--- src/rtl/regfile_seq_master_if.sv ---
// rtl/regfile_seq_master_if.sv - command, register-file and dump-stream signals of regfile_seq_master
interface regfile_seq_master_if #(
  parameter int DATA_W = 16,
  parameter int ADDR_W = 3
);
  logic              cmd_valid;
  logic              cmd_ready;
  logic [1:0]        cmd_op;
  logic [ADDR_W-1:0] cmd_dst;
  logic [ADDR_W-1:0] cmd_src;
  logic [ADDR_W:0]   cmd_count;
  logic [DATA_W-1:0] cmd_data;

  logic              rf_write;
  logic [ADDR_W-1:0] rf_wr_addr;
  logic [DATA_W-1:0] rf_wr_data;
  logic [ADDR_W-1:0] rf_rd_addr;
  logic [DATA_W-1:0] rf_rd_data;

  logic              out_valid;
  logic              out_ready;
  logic [DATA_W-1:0] out_data;
  logic [ADDR_W-1:0] out_addr;

  logic              busy;
  logic              done;
  logic              err;

  modport master (
    input  cmd_valid, cmd_op, cmd_dst, cmd_src, cmd_count, cmd_data,
    input  rf_rd_data, out_ready,
    output cmd_ready, rf_write, rf_wr_addr, rf_wr_data, rf_rd_addr,
    output out_valid, out_data, out_addr, busy, done, err
  );

  modport slave (
    output cmd_valid, cmd_op, cmd_dst, cmd_src, cmd_count, cmd_data,
    output rf_rd_data, out_ready,
    input  cmd_ready, rf_write, rf_wr_addr, rf_wr_data, rf_rd_addr,
    input  out_valid, out_data, out_addr, busy, done, err
  );
endinterface

--- src/rtl/regfile_seq_master.sv ---
// rtl/regfile_seq_master.sv - FILL/DUMP/COPY sequencer driving the register file write port and read port A
// One register per cycle over a wrapping range; DUMP beats leave through a registered valid/ready stage.
module regfile_seq_master #(
  parameter int DATA_W = 16,
  parameter int ADDR_W = 3
) (
  input  logic                 clk,
  input  logic                 reset,
  regfile_seq_master_if.master bus
);

  typedef enum logic [1:0] {IDLE, FILL, DUMP, COPY} stateT;

  localparam logic [ADDR_W:0] MAX_COUNT = {1'b1, {ADDR_W{1'b0}}};

  stateT             state, stateNext;
  logic [ADDR_W-1:0] dstBase, srcBase;
  logic [ADDR_W:0]   count;
  logic [DATA_W-1:0] fillData;
  logic [ADDR_W:0]   idx, idxNext, idxInc;
  logic [ADDR_W-1:0] heldWrAddr;
  logic [DATA_W-1:0] heldWrData;
  logic              outValidQ, outValidNext;
  logic [DATA_W-1:0] outDataQ, outDataNext;
  logic [ADDR_W-1:0] outAddrQ, outAddrNext;
  logic              doneQ, doneNext;
  logic              errQ, errNext;

  logic              cmdReady, accept, cmdIllegal;
  logic              writeEn, rfWrite, lastElem, allIssued, canIssue;
  logic [ADDR_W-1:0] offs, wrAddrCur, rdAddrCur, rdAddr;
  logic [DATA_W-1:0] wrDataCur;

  assign cmdReady   = (state == IDLE) && !reset;
  assign accept     = bus.cmd_valid && cmdReady;
  assign cmdIllegal = (bus.cmd_op == 2'd3) || (bus.cmd_count == '0) ||
                      (bus.cmd_count > MAX_COUNT);

  // idx is the element index for FILL/COPY and the issued count for DUMP
  assign offs      = idx[ADDR_W-1:0];
  assign idxInc    = idx + 1'b1;
  assign wrAddrCur = dstBase + offs;
  assign rdAddrCur = ((state == COPY) ? srcBase : dstBase) + offs;
  assign lastElem  = (idxInc == count);
  assign allIssued = (idx == count);
  assign canIssue  = (!outValidQ || bus.out_ready) && !allIssued;

  always_ff @(posedge clk) begin
    if (reset) begin
      state <= IDLE;
    end else begin
      state <= stateNext;
    end
  end

  always_comb begin
    stateNext    = state;
    idxNext      = idx;
    outValidNext = outValidQ;
    outDataNext  = outDataQ;
    outAddrNext  = outAddrQ;
    doneNext     = 1'b0;
    errNext      = 1'b0;
    writeEn      = 1'b0;
    rdAddr       = '0;
    wrDataCur    = fillData;

    case (state)
      IDLE: begin
        if (accept) begin
          if (cmdIllegal) begin
            errNext = 1'b1;
          end else begin
            idxNext = '0;
            case (bus.cmd_op)
              2'd0:    stateNext = FILL;
              2'd1:    stateNext = DUMP;
              default: stateNext = COPY;
            endcase
          end
        end
      end
      FILL: begin
        writeEn = 1'b1;
        if (lastElem) begin
          stateNext = IDLE;
          doneNext  = 1'b1;
        end else begin
          idxNext = idxInc;
        end
      end
      COPY: begin
        // read data passes straight to the write port; the file commits at posedge,
        // so an overlapping forward copy sees its own earlier writes
        writeEn   = 1'b1;
        rdAddr    = rdAddrCur;
        wrDataCur = bus.rf_rd_data;
        if (lastElem) begin
          stateNext = IDLE;
          doneNext  = 1'b1;
        end else begin
          idxNext = idxInc;
        end
      end
      DUMP: begin
        rdAddr = rdAddrCur;
        if (canIssue) begin
          outDataNext  = bus.rf_rd_data;
          outAddrNext  = rdAddrCur;
          outValidNext = 1'b1;
          idxNext      = idxInc;
        end else if (outValidQ && bus.out_ready && allIssued) begin
          outValidNext = 1'b0;
          stateNext    = IDLE;
          doneNext     = 1'b1;
        end
      end
      default: stateNext = IDLE;
    endcase
  end

  assign rfWrite = writeEn && !reset;

  always_ff @(posedge clk) begin
    if (reset) begin
      dstBase    <= '0;
      srcBase    <= '0;
      count      <= '0;
      fillData   <= '0;
      idx        <= '0;
      heldWrAddr <= '0;
      heldWrData <= '0;
      outValidQ  <= 1'b0;
      outDataQ   <= '0;
      outAddrQ   <= '0;
      doneQ      <= 1'b0;
      errQ       <= 1'b0;
    end else begin
      idx       <= idxNext;
      outValidQ <= outValidNext;
      outDataQ  <= outDataNext;
      outAddrQ  <= outAddrNext;
      doneQ     <= doneNext;
      errQ      <= errNext;
      if (accept) begin
        dstBase  <= bus.cmd_dst;
        srcBase  <= bus.cmd_src;
        count    <= bus.cmd_count;
        fillData <= bus.cmd_data;
      end
      if (rfWrite) begin
        heldWrAddr <= wrAddrCur;
        heldWrData <= wrDataCur;
      end
    end
  end

  assign bus.cmd_ready  = cmdReady;
  assign bus.rf_write   = rfWrite;
  assign bus.rf_wr_addr = rfWrite ? wrAddrCur : heldWrAddr;
  assign bus.rf_wr_data = rfWrite ? wrDataCur : heldWrData;
  assign bus.rf_rd_addr = reset ? '0 : rdAddr;
  assign bus.out_valid  = outValidQ;
  assign bus.out_data   = outDataQ;
  assign bus.out_addr   = outAddrQ;
  assign bus.busy       = (state != IDLE);
  assign bus.done       = doneQ;
  assign bus.err        = errQ;

endmodule
--- src/flat_wrapper.sv ---
// flat-port wrapper written by rule: the top's interface ports become plain ports
module regfile_seq_master_flat 
#(
  parameter int DATA_W = 16,
  parameter int ADDR_W = 3
)
  (clk, reset, bus_cmd_valid, bus_cmd_op, bus_cmd_dst, bus_cmd_src, bus_cmd_count, bus_cmd_data, bus_rf_rd_data, bus_out_ready, bus_cmd_ready, bus_rf_write, bus_rf_wr_addr, bus_rf_wr_data, bus_rf_rd_addr, bus_out_valid, bus_out_data, bus_out_addr, bus_busy, bus_done, bus_err);
  regfile_seq_master_if #(.DATA_W(DATA_W), .ADDR_W(ADDR_W)) bus_i ();
  input  logic clk;
  input  logic reset;
  input wire logic [$bits(bus_i.cmd_valid)-1:0] bus_cmd_valid;
  input wire logic [$bits(bus_i.cmd_op)-1:0] bus_cmd_op;
  input wire logic [$bits(bus_i.cmd_dst)-1:0] bus_cmd_dst;
  input wire logic [$bits(bus_i.cmd_src)-1:0] bus_cmd_src;
  input wire logic [$bits(bus_i.cmd_count)-1:0] bus_cmd_count;
  input wire logic [$bits(bus_i.cmd_data)-1:0] bus_cmd_data;
  input wire logic [$bits(bus_i.rf_rd_data)-1:0] bus_rf_rd_data;
  input wire logic [$bits(bus_i.out_ready)-1:0] bus_out_ready;
  output wire logic [$bits(bus_i.cmd_ready)-1:0] bus_cmd_ready;
  output wire logic [$bits(bus_i.rf_write)-1:0] bus_rf_write;
  output wire logic [$bits(bus_i.rf_wr_addr)-1:0] bus_rf_wr_addr;
  output wire logic [$bits(bus_i.rf_wr_data)-1:0] bus_rf_wr_data;
  output wire logic [$bits(bus_i.rf_rd_addr)-1:0] bus_rf_rd_addr;
  output wire logic [$bits(bus_i.out_valid)-1:0] bus_out_valid;
  output wire logic [$bits(bus_i.out_data)-1:0] bus_out_data;
  output wire logic [$bits(bus_i.out_addr)-1:0] bus_out_addr;
  output wire logic [$bits(bus_i.busy)-1:0] bus_busy;
  output wire logic [$bits(bus_i.done)-1:0] bus_done;
  output wire logic [$bits(bus_i.err)-1:0] bus_err;
  assign bus_i.cmd_valid = bus_cmd_valid;
  assign bus_i.cmd_op = bus_cmd_op;
  assign bus_i.cmd_dst = bus_cmd_dst;
  assign bus_i.cmd_src = bus_cmd_src;
  assign bus_i.cmd_count = bus_cmd_count;
  assign bus_i.cmd_data = bus_cmd_data;
  assign bus_i.rf_rd_data = bus_rf_rd_data;
  assign bus_i.out_ready = bus_out_ready;
  assign bus_cmd_ready = bus_i.cmd_ready;
  assign bus_rf_write = bus_i.rf_write;
  assign bus_rf_wr_addr = bus_i.rf_wr_addr;
  assign bus_rf_wr_data = bus_i.rf_wr_data;
  assign bus_rf_rd_addr = bus_i.rf_rd_addr;
  assign bus_out_valid = bus_i.out_valid;
  assign bus_out_data = bus_i.out_data;
  assign bus_out_addr = bus_i.out_addr;
  assign bus_busy = bus_i.busy;
  assign bus_done = bus_i.done;
  assign bus_err = bus_i.err;
  regfile_seq_master #(.DATA_W(DATA_W), .ADDR_W(ADDR_W)) u_core (.clk(clk), .reset(reset), .bus(bus_i));
endmodule
--- config.mk ---
export PLATFORM = sky130hd
export DESIGN_NAME = regfile_seq_master_flat
export DESIGN_NICKNAME = d
export VERILOG_FILES = /design/src/rtl/regfile_seq_master_if.sv /design/src/rtl/regfile_seq_master.sv /design/src/flat_wrapper.sv
export SDC_FILE = /design/constraint.sdc
export NUM_CORES = 1
export LEC_CHECK = 0
export BUFFER_PORTS_ARGS = -buffer_cell sky130_fd_sc_hd__buf_2
export CAP_MARGIN = 20
export CORE_MARGIN = 3
export CORE_UTILIZATION = 51
export DETAILED_ROUTE_END_ITERATION = 8
export HOLD_SLACK_MARGIN = 0.1
export PLACE_DENSITY = 0.79
export SYNTH_ARGS = -nofsm -noshare
export SYNTH_HDL_FRONTEND = slang
export SYNTH_SLANG_ARGS = --single-unit
--- constraint.sdc ---
create_clock -name clk -period 2.4 [get_ports clk]
set_input_delay 0.12 -clock clk [delete_from_list [all_inputs] [get_ports clk]]
set_output_delay 0.12 -clock clk [all_outputs]
set_load 0.1 [all_outputs]
==> results of run 1 <==
[cells in the final DEF (no fill, tap or decap), types with 5 or more instances in the layout]
master / n
dlygate4sd3_1: 43
buf_2: 71
dfxtp_1: 69
nand2_1: 49
nor2_1: 22
nand2b_1: 28
inv_1: 9
mux2i_1: 36
o21ai_1: 10
buf_4: 11
clkbuf_8: 10
o21ai_0: 33
a21oi_1: 5
xnor2_1: 5
buf_12: 23
nor2b_1: 20
[cell families after synthesis]
logic type,Yosys count,synth area share [%]
xor gates and xnor gates,13,4.16
adders and majority gates,5,2.39
buffers and inverters,32,3.89
DFF,73,45.0
muxes,39,12.1
and+or+nand+nor,137,21.2
AOI/OAI and AO/OA,62,11.2
[what timing repair did]
action                     4_1_cts  5_1_grt
hold buffers                    43        0
hold endpoints to repair        44        0
gates resized for setup         10        3
setup buffers                    2        1
setup endpoints to repair        2        2
pin swaps                        5        5
[registers in the layout, indices dropped and copies added (netlist names), 2 cells and up]
register,cells
u_core.state,2
u_core.dstBase,3
u_core.bus.out_addr,3
u_core.heldWrData,16
u_core.srcBase,3
u_core.heldWrAddr,3
u_core.fillData,16
u_core.bus.out_data,16
u_core.idx,4
u_core.count,4
[synth_stat cells (all sizes together)]
master	instances
a21boi	1
nand3	2
mux2	3
nand2	50
nor3	3
a22o	2
inv	9
buf	7
nand2b	28
o21a	1
o21ai	44
or3b	1
mux2i	36
o41ai	1
nor3b	2
nor2b	20
xor2	5
dfxtp	73
a31oi	1
nand4	2
a211o	1
o311ai	1
and4	1
fa	2
xnor2	7
a21oi	5
or2	1
a31o	1
a211oi	1
ha	3
xnor3	1
o31ai	1
clkbuf	16
nand3b	1
nor4	1
a2111oi	2
nor2	25
[cell type report]
class / count / area [sq um]
clock inverter: 5 / 78.8
tap: 75 / 93.8
inverter: 9 / 33.8
timing repair buffer: 149 / 1340
clock buffer: 11 / 141
multi-input combinational: 256 / 1730
fill: 347 / 1180
sequential: 73 / 1470
[metal layers]
layer,share of wire [%],GRT usage (%),routed length (microns)
met1,41,29.5,3720
met2,50,45.3,4620
met3,5.8,6.92,530
met4,3.1,11.9,284
met5,0,0,0
[worst paths after layout]
kind	endpoint	cells after the start
setup / recovery	bus_rf_rd_addr[2]	8
hold / removal	u_core.bus.err	3
hold reg to reg	u_core.fillData[9]	2
setup reg to reg	u_core.dstBase[0]	6
[report_power, final]
group	switching [uW]	internal [uW]	total, uW	leakage, uW
clock	465	612	1080	0.000113
sequential	146	1420	1570	0.000596
combinational	1710	814	2520	0.00129
[worst max-delay path, cell delays in order, from the launching register on]
cell and delay, ns:
dfxtp_2 0.32, nand2_2 0.08, mux2_4 0.32, ha_4 0.16, fa_2 0.36, xnor2_2 0.17
xnor2_2 0.27, nor2_4 0.06, buf_12 0.17
[stage by stage]
step / util [%] / instances / worst slack [ns] / power (uW) / instance area, sq um
global route: 80.6 / 578 / -0.0422 / 5400 / 4880
floorplan: - / 361 / -0.803 / 3350 / 3270
global placement: 68.6 / 516 / 0.283 / 3920 / 4160
CTS: 80.3 / 577 / -0.00414 / 5140 / 4870
finish: 80.6 / 578 / -0.00172 / 5170 / 4880
detailed placement: 68.6 / 516 / 0.205 / 3970 / 4160
==> results_dict.tcl, run 1 <==
set metrics [dict create \
    clkTransAtPathRegs_ns 0.07 \
    dr.first_iter.drc_count 142 \
    synth-seq-cells 73 \
    place_congestion 0.822 \
    wirelength_microns 9160 \
    fmax_mhz 416 \
    p_per_area_nw_per_um2 1060 \
    syn2layout_area_growth_pct 50.3 \
    core_sq_um 6060 \
    setup_ws_ns -0.00172 \
    synth-seq-area-share_pct 45.0 \
    fin_crit_ns 2.40 \
    peakVddDrop_mv 1.20 \
    start_util_pct 53.6 \
    drc 0 \
    antenna_left 0 \
    syn_area_sq_um 3250 \
    cts_buffer_depth 2 \
    ys_types 40 \
    reg2reg_slack_ns 0.24 \
    dieArea_sq_um 7360 \
    hp-start "bus_cmd_op[0]" \
    grt_pass1_vias 3235 \
    firstDrtPassIters 5 \
    crit_type "reg -> out" \
    io_pins 95 \
    overflow 0 \
    tns_ns -0.00172 \
    tightest_slew_ns 0.520 \
    drive_above_1_share_pct 28.4 \
    holdWs_ns 0.118 \
    grt_usage_pct 26.0 \
    finalClockSkew_ns 0.00867 \
    num_rows 28 \
    synth_warnings 0 \
    finalCritPeriodShare_pct 100 \
    max_slew_margin_pct 65.3 \
    status "finished with violations" \
    via_per_inst 5.25 \
    synth_fp_nets 414 \
    synthCells 361 \
    worstSetupStartpoint "u_core.state[1]" \
    htreeDepth 3 \
    grt_max_degree 57 \
    final_max_slew_viol_count 0 \
    vias 3037 \
    place_hpwl_microns 5590 \
    p_leak_uw 0.00200 \
    critPathMaxFanout 2 \
    clockRootBuffer "clkbuf_8" \
    hold_viol 0 \
    synth_area_per_cell_sq_um 9.00 \
    crit_required_ns 2.28 \
    violations "negative setup slack" \
    setup_viol 1 \
    max_cap_viol_count 0 \
    diodes 0 \
    dieHeight_microns 85.8 \
    wl_per_cell_microns 15.8 \
    worstSetupStartpointType "flop" \
    rsz0062_at_grt "yes" \
    worstSetupEndpointType "primary output" \
    antenna_found_initial 0 \
    synth_area_leaders "dfxtp_1 (45%), mux2i_1 (11%), o21ai_0 (6.8%)" \
    synth_top_area_share_pct 45.0 \
    io_buffers 94 \
    clock-sinks 73 \
    critical_path_arrival_ns 2.28 \
    die_w_microns 85.8 \
    cts_tree "yes" \
    rr_startpoint "u_core.state[1]" \
    nNetsFinal 551 \
    hold_path_class "in -> reg" \
    yosysTopAreaCell "dfxtp_1" \
    grt_pass1_wl_microns 15000 \
    numCtsBuffers 9 \
    clk_latency_ns 0.35 \
]
Power figures use the tool's default switching activity.
==> inputs of run 2 (changes only) <==
--- a/config.mk
+++ b/config.mk
@@ -5,13 +5,14 @@
 export SDC_FILE = /design/constraint.sdc
 export NUM_CORES = 1
 export LEC_CHECK = 0
+export ABC_CLOCK_PERIOD_IN_PS = 2400
 export BUFFER_PORTS_ARGS = -buffer_cell sky130_fd_sc_hd__buf_2
 export CAP_MARGIN = 20
 export CORE_MARGIN = 3
 export CORE_UTILIZATION = 51
 export DETAILED_ROUTE_END_ITERATION = 8
 export HOLD_SLACK_MARGIN = 0.1
-export PLACE_DENSITY = 0.79
+export PLACE_DENSITY_LB_ADDON = 0.12
 export SYNTH_ARGS = -nofsm -noshare
 export SYNTH_HDL_FRONTEND = slang
 export SYNTH_SLANG_ARGS = --single-unit
==> results_dict.tcl, run 2 (same netlist as run 1, synthesis figures left out) <==
set metrics [dict create \
    fmax_mhz 431 \
    grt_max_degree 54 \
    place_congestion 0.819 \
    wl_per_cell_microns 15.6 \
    holdWs_ns 0.245 \
    clockRootBuffer "clkbuf_8" \
    clk_latency_ns 0.35 \
    worstSetupStartpointType "flop" \
    grt_pass1_wl_microns 14600 \
    die_w_microns 85.8 \
    p_leak_uw 0.00197 \
    io_pins 95 \
    core_sq_um 6060 \
    setup_viol 0 \
    place_hpwl_microns 5610 \
    endpoint "bus_rf_rd_addr[2]" \
    crit_type "reg -> out" \
    nNetsFinal 550 \
    worstSetupStartpoint "u_core.state[1]" \
    stdcell_count 576 \
    antenna_left 0 \
    hold_viol 0 \
    peakVddDrop_mv 0.689 \
    drc 0 \
    final_max_slew_viol_count 0 \
    finalClockSkew_ns 0.00934 \
    hold_path_class "in -> reg" \
    antenna_found_initial 0 \
    finalCritPeriodShare_pct 96.8 \
    diodes 0 \
    crit_required_ns 2.28 \
    critical_path_arrival_ns 2.20 \
    dp_cells 515 \
    placed_area_sq_um 4150 \
    final_util_pct 79.8 \
    grt_pass1_vias 3053 \
    fillerInstances 406 \
    cts_tree "yes" \
    critPathMaxFanout 2 \
    via_per_inst 5.19 \
    firstDrtPassIters 4 \
    final_common_cell "buf_2" \
    status "completed" \
    dr.first_iter.drc_count 93 \
    syn2layout_area_growth_pct 48.9 \
    reg2reg_slack_ns 0.37 \
    fin_crit_ns 2.32 \
    design_area_sq_um 4840 \
    dieArea_sq_um 7360 \
    max_cap_viol_count 0 \
    clock-sinks 73 \
    wirelength_microns 8990 \
    clkTransAtPathRegs_ns 0.07 \
    rsz0062_at_grt "yes" \
    num_rows 28 \
    io_buffers 94 \
    mostFrequentLayoutCells "buf_2 (72), dfxtp_1 (69), nand2_1 (49)" \
    overflow 0 \
    vias 2989 \
    reg2reg_depth 6 \
    tightest_slew_ns 0.590 \
    rr_startpoint "u_core.idx[0]" \
    numCtsBuffers 9 \
    worstSetupEndpointType "primary output" \
    cts_buffer_depth 2 \
    hold_depth 5 \
    grt_usage_pct 25.4 \
    worstReg2RegEnd "u_core.idx[3]" \
    htreeDepth 3 \
    dieHeight_microns 85.8 \
    start_util_pct 53.6 \
    p_per_area_nw_per_um2 1030 \
    max_slew_margin_pct 60.2 \
    drive_above_1_share_pct 27.9 \
]
## run 2: worst min-delay path by stage
stage	start	slack, ns	to
2_1_floorplan	bus_cmd_dst[1]	0.23	u_core.dstBase[1]
3_5_place_dp	bus_cmd_src[0]	0.32	u_core.srcBase[0]
4_1_cts	bus_cmd_op[1]	0.23	u_core.state[0]
3_3_place_gp	bus_cmd_data[11]	0.31	u_core.fillData[11]
6_report	bus_cmd_op[1]	0.24	u_core.state[0]
5_1_grt	bus_cmd_op[1]	0.26	u_core.state[0]
## run 2: layer usage
metal	track usage, %	up-vias	wire length, microns
li1	-	1475	-
met1	29.4	1386	3720
met2	44.6	106	4520
met3	5.19	22	493
met4	12.1	0	258
met5	0	-	0
## run 2: per-stage QoR
step | power (uW) | worst slack (ns) | TNS [ns]
after detailed placement | 3970 | 0.247 | 0
after CTS | 4980 | 0.00303 | 0
after global placement | 3910 | 0.274 | 0
after floorplan | 3350 | -0.803 | -11.66
after global routing | 5220 | -0.0156 | -0.0156
final | 4980 | 0.0775 | 0
## run 2: report_power, final
group | leakage (uW) | internal, uW | switching [uW]
clock network | 0.0000909 | 469 | 454
registers | 0.000596 | 1420 | 149
logic | 0.00129 | 779 | 1710
total | 0.00197 | 2670 | 2310
## run 2: layout make-up
cell class                      count  area [sq um]  area share [%]
Multi-Input combinational cell    256          1730            35.7
Clock buffer                        9           124            2.56
Inverter                            9          33.8           0.698
Tap cell                           75          93.8            1.94
Timing Repair Buffer              148          1330            27.5
Clock inverter                      6          60.1            1.24
Sequential cell                    73          1470            30.3
## run 2: worst max-delay path, stage by stage (launching register included)
cell	delay (ns)
dfxtp_2	0.34
nand2_2	0.06
mux2_4	0.31
ha_4	0.16
fa_2	0.34
xnor2_2	0.16
xnor2_2	0.18
nor2_4	0.11
buf_12	0.18
## run 2: timing repair
action / 4_1_cts / 5_1_grt
hold buffers: 45 / 0
gates resized for setup: 9 / 3
setup endpoints to repair: 1 / 2
endpoints found under the hold margin: 45 / 0
setup buffers: 1 / 0
pin swaps: 5 / 4
==> inputs of run 3 (changes only) <==
--- a/config.mk
+++ b/config.mk
@@ -12,7 +12,7 @@
 export CORE_UTILIZATION = 51
 export DETAILED_ROUTE_END_ITERATION = 8
 export HOLD_SLACK_MARGIN = 0.1
-export PLACE_DENSITY_LB_ADDON = 0.12
+export PLACE_DENSITY = 0.8
 export SYNTH_ARGS = -nofsm -noshare
 export SYNTH_HDL_FRONTEND = slang
 export SYNTH_SLANG_ARGS = --single-unit
==> results_dict.tcl, run 3 (same netlist as run 1, synthesis figures left out) <==
set metrics [dict create \
    critPathMaxFanout 2 \
    worstSetupStartpointType "flop" \
    final_max_slew_viol_count 0 \
    dr.first_iter.drc_count 192 \
    path_cells "nand2_2 -> mux2_4 -> ha_4 -> fa_2 -> xnor2_2 -> xnor2_2 -> nor2_4 -> buf_12" \
    dp_cells 514 \
    via_per_inst 5.23 \
    place_hpwl_microns 5190 \
    critical_path_arrival_ns 2.28 \
    diodes 0 \
    crit_path_frequent_cell "xnor2_2" \
    stdcell_count 576 \
    tightest_slew_ns 0.669 \
    htreeDepth 3 \
    start_util_pct 53.6 \
    final_util_pct 79.6 \
    multi_input_area_sq_um 1720 \
    core_sq_um 6060 \
    crit_required_ns 2.28 \
    seq_area_sq_um 1470 \
    clock-sinks 73 \
    wirelength_microns 8840 \
    tns_ns 0 \
    io_buffers 94 \
    dieArea_sq_um 7360 \
    crit_type "reg -> out" \
    grt_max_degree 76 \
    mostFrequentLayoutCells "buf_2 (72), dfxtp_1 (70), nand2_1 (49)" \
    nNetsFinal 549 \
    finalClockSkew_ns 0.00857 \
    gr-usage-met3_pct 4.90 \
    antenna_left 0 \
    die_w_microns 85.8 \
    max_stage_delay_ns 0.37 \
    finalCritPeriodShare_pct 99.9 \
    vias 3010 \
    clockRootBuffer "clkbuf_8" \
    antenna_found_initial 0 \
    drive_above_1_share_pct 27.5 \
    grt.busiest_layer "met2" \
    p_per_area_nw_per_um2 1030 \
    numCtsBuffers 9 \
    setup_viol 0 \
    hold_path_class "in -> reg" \
    syn2layout_area_growth_pct 48.5 \
    drc 0 \
    grt_pass1_wl_microns 14500 \
    setup_ws_ns 0.00168 \
    total_power_uw 4980 \
    num_rows 28 \
    place_congestion 0.870 \
    cts_tree "yes" \
    worstSetupEndpointType "primary output" \
    peakVddDrop_mv 0.644 \
    grt_pass1_vias 3124 \
    grt_util_met2_pct 43.9 \
    fillerInstances 363 \
    fmax_mhz 417 \
    dieHeight_microns 85.8 \
    clk_latency_ns 0.33 \
    status "completed" \
    fin_crit_ns 2.40 \
    max_slew_margin_pct 55.4 \
    clkTransAtPathRegs_ns 0.08 \
    rsz0062_at_grt "yes" \
    cp_slowest_cell "fa_2" \
    dp_slack_ns 0.217 \
    firstDrtPassIters 4 \
    grt_use_met1_pct 28.2 \
    final_common_cell "buf_2" \
    max_cap_viol_count 0 \
    grt_usage_pct 24.6 \
    io_pins 95 \
    hold_viol 0 \
    cts_buffer_depth 2 \
    wl_per_cell_microns 15.4 \
    overflow 0 \
    p_leak_uw 0.00196 \
]
[run 3: cell count changes in the layout (fill, tap and decap cells not counted), sizes merged]
cell      delta
buf          -1
clkbuf       +1
clkinv       +1
clkinvlp     -1
[run 3: repair_timing]
action	in CTS	in global routing
hold buffers	45	0
endpoints found under the hold margin	45	0
endpoints found under the setup margin	1	2
resized for setup	9	1
setup buffers	1	0
pin swaps	5	1
[run 3: power by group]
part	internal, uW	switching [uW]	total, uW
logic	763	1710	2470
registers	1420	145	1570
clock network	484	462	946
total	2670	2310	4980
[run 3: metal layers]
metal  share of wire (%)  routed length [microns]
met5                   0                        0
met1                  40                     3540
met2                  52                     4580
met4                 2.8                      248
met3                 5.4                      476
[run 3: final cells by class]
cell class	count	area share, %
Timing Repair Buffer	147	27.2
Inverter	9	0.700
Multi-Input combinational cell	256	35.7
Clock inverter	6	1.43
Clock buffer	10	2.65
Tap cell	75	1.95
Sequential cell	73	30.4
[run 3: path summary, 6_finish.rpt]
path	cells after the start	from	end	slack, ns
min	3	bus_cmd_op[1]	u_core.state[1]	0.23
min reg2reg	2	u_core.fillData[15]	u_core.fillData[15]	0.48
max reg2reg	6	u_core.idx[1]	u_core.idx[2]	0.32
max	8	u_core.state[0]	bus_rf_rd_addr[2]	0.002
[run 3: critical path: cells and delay by family, from the launching register on]
| family | cells | cell delay (ns) |
|---|---|---|
| simple gates | 2 | 0.24 |
| flops | 1 | 0.33 |
| xor+xnor | 2 | 0.35 |
| mux | 1 | 0.32 |
| fa+ha+maj | 2 | 0.53 |
| buf+inv | 1 | 0.18 |
[run 3: through the flow]
step / instance area [sq um] / hold WS [ns]
floorplan: 3270 / 0.228
global placement: 4130 / 0.314
detailed placement: 4130 / 0.321
CTS: 4820 / 0.204
global route: 4820 / 0.256
finish: 4820 / 0.225
